==> src/rtl/fmul_rsq.sv <==
// Issue/result-queue wrapper around the 2-stage fmul pipeline: tracks fired ops
// through a valid/tag delay line and queues results. Optional macro: FMUL_RSQ_BYPASS_EN.
module fmul_rsq #(
  parameter int TAG_W = 5,
  parameter int DEPTH = 4
) (
  input  logic                    clk,
  input  logic                    rst,
  input  logic                    in_valid,
  output logic                    in_ready,
  input  logic [31:0]             in_x1,
  input  logic [31:0]             in_x2,
  input  logic [TAG_W-1:0]        in_tag,
  output logic [31:0]             mul_x1,
  output logic [31:0]             mul_x2,
  input  logic [31:0]             mul_y,
  input  logic                    mul_ovf,
  output logic                    out_valid,
  input  logic                    out_ready,
  output logic [31:0]             out_y,
  output logic [TAG_W-1:0]        out_tag,
  output logic                    out_ovf,
  output logic [$clog2(DEPTH):0]  count
);
  localparam int AW = $clog2(DEPTH);
  localparam logic [AW+1:0] DEPTH_V = (AW+2)'(DEPTH);

  logic             va_q, vb_q, ovfb_q;
  logic [TAG_W-1:0] taga_q, tagb_q;
  logic [AW:0]      wptr_q, wptr_d, rptr_q, rptr_d;
  logic [AW+1:0]    credit;
  logic             fire, push, pop, empty;

  logic [31:0]      y_mem_q   [DEPTH];
  logic [TAG_W-1:0] tag_mem_q [DEPTH];
  logic             ovf_mem_q [DEPTH];

  assign mul_x1 = in_x1;
  assign mul_x2 = in_x2;

  assign count = wptr_q - rptr_q;
  assign empty = (wptr_q == rptr_q);

  // Credits cover queued entries plus both in-flight stages, so fmul never overruns the FIFO.
  assign credit   = {1'b0, count} + {{(AW+1){1'b0}}, va_q} + {{(AW+1){1'b0}}, vb_q};
  assign in_ready = ~rst & (credit < DEPTH_V);
  assign fire     = in_valid & in_ready;

  always_comb begin
    push      = vb_q;
    pop       = ~empty & out_ready;
    out_valid = ~empty;
    out_y     = y_mem_q[rptr_q[AW-1:0]];
    out_tag   = tag_mem_q[rptr_q[AW-1:0]];
    out_ovf   = ovf_mem_q[rptr_q[AW-1:0]];
`ifdef FMUL_RSQ_BYPASS_EN
    if (empty && vb_q) begin
      out_valid = 1'b1;
      out_y     = mul_y;
      out_tag   = tagb_q;
      out_ovf   = ovfb_q;
      push      = ~out_ready;
    end
`endif
    wptr_d = wptr_q + (AW+1)'(push);
    rptr_d = rptr_q + (AW+1)'(pop);
  end

  always_ff @(posedge clk or posedge rst) begin
    if (rst) begin
      va_q   <= 1'b0;
      taga_q <= '0;
      vb_q   <= 1'b0;
      tagb_q <= '0;
      ovfb_q <= 1'b0;
      wptr_q <= '0;
      rptr_q <= '0;
    end else begin
      va_q   <= fire;
      taga_q <= in_tag;
      vb_q   <= va_q;
      tagb_q <= taga_q;
      ovfb_q <= mul_ovf;
      wptr_q <= wptr_d;
      rptr_q <= rptr_d;
    end
  end

  always_ff @(posedge clk or posedge rst) begin
    if (rst) begin
      for (int unsigned i = 0; i < DEPTH; i++) begin
        y_mem_q[i]   <= '0;
        tag_mem_q[i] <= '0;
        ovf_mem_q[i] <= 1'b0;
      end
    end else if (push) begin
      y_mem_q[wptr_q[AW-1:0]]   <= mul_y;
      tag_mem_q[wptr_q[AW-1:0]] <= tagb_q;
      ovf_mem_q[wptr_q[AW-1:0]] <= ovfb_q;
    end
  end
endmodule
==> config.mk <==
export PLATFORM = sky130hd
export DESIGN_NAME = fmul_rsq
export DESIGN_NICKNAME = d
export VERILOG_FILES = /design/src/rtl/fmul_rsq.sv
export SDC_FILE = /design/constraint.sdc
export NUM_CORES = 1
export LEC_CHECK = 0
export CAP_MARGIN = 20
export CORE_MARGIN = 5
export CORE_UTILIZATION = 43
export DETAILED_ROUTE_END_ITERATION = 12
export PLACE_DENSITY_LB_ADDON = 0.08
export REMOVE_ABC_BUFFERS = 1
export SLEW_MARGIN = 20
export SYNTH_ARGS = -nofsm -noshare
export SYNTH_HDL_FRONTEND = slang
export SYNTH_SLANG_ARGS = --single-unit
==> constraint.sdc <==
create_clock -name clk -period 5.2 [get_ports clk]
set_input_delay 0.52 -clock clk [delete_from_list [all_inputs] [get_ports clk]]
set_output_delay 0.52 -clock clk [all_outputs]
set_load 0.05 [all_outputs]
* Yosys cells after proc, flatten, opt, wreduce, memory -nomap -nowiden
Cells that the tools add are included.
** Word-level totals
- Output and inout port bits :: 107
- Word-level logic and storage cells :: 55
- Input bits :: 106
- Register bits :: 171
** Cells by class
- Bitwise gates (word level) :: 7
- Magnitude comparators :: 4
- Multiplexer cells :: 18
- Eq/ne operators :: 1
- Reduce and logical (&&, ||, !) cells :: 1
- $add $sub $neg :: 5
** Operators by type and width (count)
- $bwmux W128 :: 1
- $mux W32 :: 3
- $bmux W32 S2 :: 1
- $demux W32 S2 :: 1
- $bwmux W20 :: 1
- $mux W5 :: 3
- $bmux W5 S2 :: 1
- $demux W5 S2 :: 1
- $add A3 B1 Y3 :: 2
- $ge A3 B3 Y1 const B :: 2
- $not A2 Y3 :: 2
- $add A3 B1 Y4 :: 1
- $add A4 B1 Y4 :: 1
- $bwmux W4 :: 1
- $lt A4 B3 Y1 const B :: 1
- $and A1 B1 Y1 :: 3
- $eq A3 B3 Y1 :: 1
- $lt A3 B1 Y1 const B :: 1
- $mux W1 :: 3
- $sub A3 B3 Y3 :: 1
- $bmux W1 S2 :: 1
- $demux W1 S2 :: 1
- $not A1 Y1 :: 2
- $logic_and A1 B1 Y1 :: 1

* Longest topological paths before layout
- Depth after elaboration :: 6
- Mapped depth :: 8
- Gate-level depth less buffers :: 6

* Worst setup path before layout
No wires, ideal clock.
- Path kind :: register to output
- Start point :: register wptr_q[0]
- End point :: output port in_ready
- Buffers on the path :: 0
- Slack :: 1.857 ns
- Required time :: 4.680 ns
- Cell stages (with the launch flop) :: 7
- Data arrival time :: 2.823 ns
- Cells stage by stage :: dfrtp_1 > inv_1 > ha_1 > inv_1 > ha_1 > a21o_1 > a211oi_1
** On the way
- Word-level cells in the longest chain between the ends :: 5
** Ends and longest elaborated chain
- from (decl) :: RTL line 30 : logic [AW:0] wptr_q, wptr_d, rptr_q, rptr_d;
- from (signal assigned) :: RTL line 84 : wptr_q <= wptr_d;
- $sub A3 B3 Y3 :: RTL line 41 : assign count = wptr_q - rptr_q;
- via count[0] :: RTL line 23 : output logic [$clog2(DEPTH):0] count
- $add A3 B1 Y4 :: RTL line 45 : assign credit = {1'b0, count} + {{(AW+1){1'b0}}, va_q} + {{(AW+1){1'b0}}, vb_q};
- $add A4 B1 Y4 :: RTL line 45
- $lt A4 B3 Y1 :: RTL line 46 : assign in_ready = ~rst & (credit < DEPTH_V);
- $and A1 B1 Y1 :: RTL line 46
- to (decl) :: RTL line 10 : output logic in_ready,
The timed path passes the listed nets, and every way through them passes these cells.

* Worst setup path after layout
- Start point :: register wptr_q[0]
- End point :: output port in_ready
** On the way
- Word-level cells in the longest chain between the ends :: 5
** Ends and longest elaborated chain (RTL line)
- $sub A3 B3 Y3 :: 41
- $add A3 B1 Y4 :: 45
- $add A4 B1 Y4 :: 45
- $lt A4 B3 Y1 :: 46
- $and A1 B1 Y1 :: 46
Every way passes these cells.

==> metrics <==
Reg2Reg Capture Point=y_mem_q[71]$_DFFE_PP0P_; final worst path period need=3.46 ns; Worst-path clk slew=0.07 ns; Max Cap Viol=0; actual slew at the worst max-slew pin=0.932 ns; Initial DRC Count=144; run status=finished, final reports clean; # setup viols final=0; sequential-to-total area share from yosys stat=53.0%; Post-Syn Area per Cell=16.9 um2; Setup crit end=in_ready; vias=4099; detailed placement HPWL=13.2 mm; CTS hold repair buffers=0; slowest stage delay, CP=0.85 ns; Max FO, Critical Path=6; Inserted Clock Buffers=17; GR peak layer=met1; post-cts gate resize count=0; unrepaired setup endpoints after global routing=false; drt pass-1 iters=4; worst min-delay path class=reg2reg; synth warn=0; routability cong.=0.706; Initial Util=43.5%; critical path type=reg2out; fin. max-slew vios=0; Inst Count DP=716; Die Ht=147 um; area delta synth->final=13.7%; R2R depth=3; final setup TNS=0 ns; number of remaining DRC errors=0; routed length per placed instance=26.9 um; Seq cells post-synth=171; first-pass GRT wire length=30.6 mm; GR Util met2=24.6%; clock skew=0.0151 ns; CTS tree=yes; commonest non-fill, non-tap cell in the layout=dfrtp_1; peak supply drop=0.383 mV; final wirelength=20.1 mm; final std cells w/o fill=749; Reg2Reg Setup Slack=2.86 ns; Fillers=1560; number of global-route vias before repair=4577; WP data required=4.68 ns; largest net degree at the start of global routing=110; most frequent cells in the layout=dfrtp_1, mux2_2, clkdlybuf4s50_1; critical path launch point type=flop; Hold Path Cell Cnt=0; endpoint class of the critical path=primary output; CP max-delay cell=clkdlybuf4s50_1; worst-case clock buffer depth=2; final worst path period share=66.5%; met3 Usage GRT=13.2%; htree depth=4; Pleak=4.09 nW; initial antenna violation count=1; Unique masters post-synth=23; IO Port Bufs=84; Final Hold Fails=0; buffer and inverter count on the worst path=2; Die Wd=147 um; family with the most delay on the worst path=buffers and inverters; I/O pins=213; Post-CTS Setup Repair Bufs=0; Core Rows=50; proportion of layout cells with a drive suffix above 1=43.3%; Final nets=616; CTS Sinks=171; Via density=5.47; core region area=18600 um2; Final ANT Viol Nets=0; CP cell instances=inv_1 > ha_1 > fa_1 > xor3_2 > a211oi_1 > clkdlybuf4s50_1; Post-Synthesis Cells=478; full die area=21600 um2; crit path DAT=2.94 ns; GRT Residual Overflow=0; hold_sp=taga_q[2]$_DFF_PP0_; n_diodes=0; Power Dens Cells=811 nW/um2; CP startpoint=wptr_q[0]$_DFF_PP0_; Crit path depth=6; met1 Track Usage GR=25.7%; Max Freq=289 MHz; All-Layer GR Usage=19.2%; start of the worst register-to-register path=wptr_q[1]$_DFF_PP0_; Clock Latency Late Sink=0.43 ns; relative slew slack=37.8%; Cell Area, Synth=8080 um2; hold slack=0.350 ns; Root Driver=clkbuf_16
## worst min-delay path by stage
stage | endpoint | slack, ns
floorplan | tagb_q[0]$_DFF_PP0_ | 0.33
global placement | tagb_q[4]$_DFF_PP0_ | 0.33
detailed placement | tagb_q[4]$_DFF_PP0_ | 0.33
CTS | tagb_q[4]$_DFF_PP0_ | 0.35
global route | tagb_q[0]$_DFF_PP0_ | 0.36
finish | tagb_q[2]$_DFF_PP0_ | 0.35
## per-stage QoR
| stage | util [%] | area (um2) | power, mW | setup WS [ns] |
|---|---|---|---|---|
| 5_1_grt | 49.4 | 9180 | 7.84 | 1.63 |
| 3_5_place_dp | 46.2 | 8590 | 6.29 | 2.19 |
| 4_1_cts | 49.3 | 9170 | 7.56 | 1.71 |
| 3_3_place_gp | 46.2 | 8590 | 6.21 | 2.23 |
| 6_report | 49.4 | 9180 | 7.45 | 1.74 |
| 2_1_floorplan | - | 7380 | 5.17 | 0.0482 |
## cells in the mapped netlist (all sizes together)
master	instances	area (um2)
nand3b	2	15.0
mux4	38	890
a21o	1	7.51
nor3b	1	12.5
inv	8	30.0
nand3	2	10.0
buf	88	694
xnor2	1	8.76
a2111oi	1	27.5
ha	7	87.6
fa	1	20.0
dfrtp	171	4280
a211oi	1	7.51
xor3	1	25.0
a31oi	1	6.26
mux2	152	1940
xor2	2	17.5
## power by group
part | total, mW | leakage [nW] | switching (mW) | internal [mW]
Clock | 1.23 | 0.280 | 0.589 | 0.639
Combinational | 3.91 | 1.78 | 2.09 | 1.82
Sequential | 2.31 | 2.03 | 0.344 | 1.97
## per-layer routing
layer | share of wire, % | up-vias | wire length, um
met5 | 1.2 | - | 241
met1 | 44 | 2167 | 8840
met3 | 13 | 23 | 2590
li1 | - | 1717 | -
met2 | 41 | 182 | 8260
met4 | 1.0 | 10 | 201
## worst reg2reg max path, stage by stage, from the launching register on
cell      delay [ns]
dfrtp_1         0.51
nand3b_1        0.69
buf_4           0.61
mux2_2          0.41
## sequential cells by signal, indices dropped and copies added, names as in the netlist
register and cells:
tag_mem_q 20, tagb_q 5, ovfb_q 1, y_mem_q 128, taga_q 5, ovf_mem_q 4, push 1, wptr_q 3
rptr_q 3, va_q 1
## area by class of cell
class	count	area, um2	area share, %
clock buffer	17	425	4.63
clock inverter	15	148	1.61
inverter	8	37.5	0.409
multi-input combinational	211	3080	33.6
sequential	171	4280	46.6
tap	234	293	3.19
timing repair buffer	93	916	9.97
## cell families after synthesis
logic type	after synthesis	share of synthesized area [%]
muxes	190	35.0
AOI/OAI and AO/OA	4	0.604
DFF	171	53.0
and+or+nand+nor	5	0.465
xor gates and xnor gates	4	0.635
buffers and inverters	96	8.97
adders and majority gates	8	1.33
(Power assumes the default switching activity.)
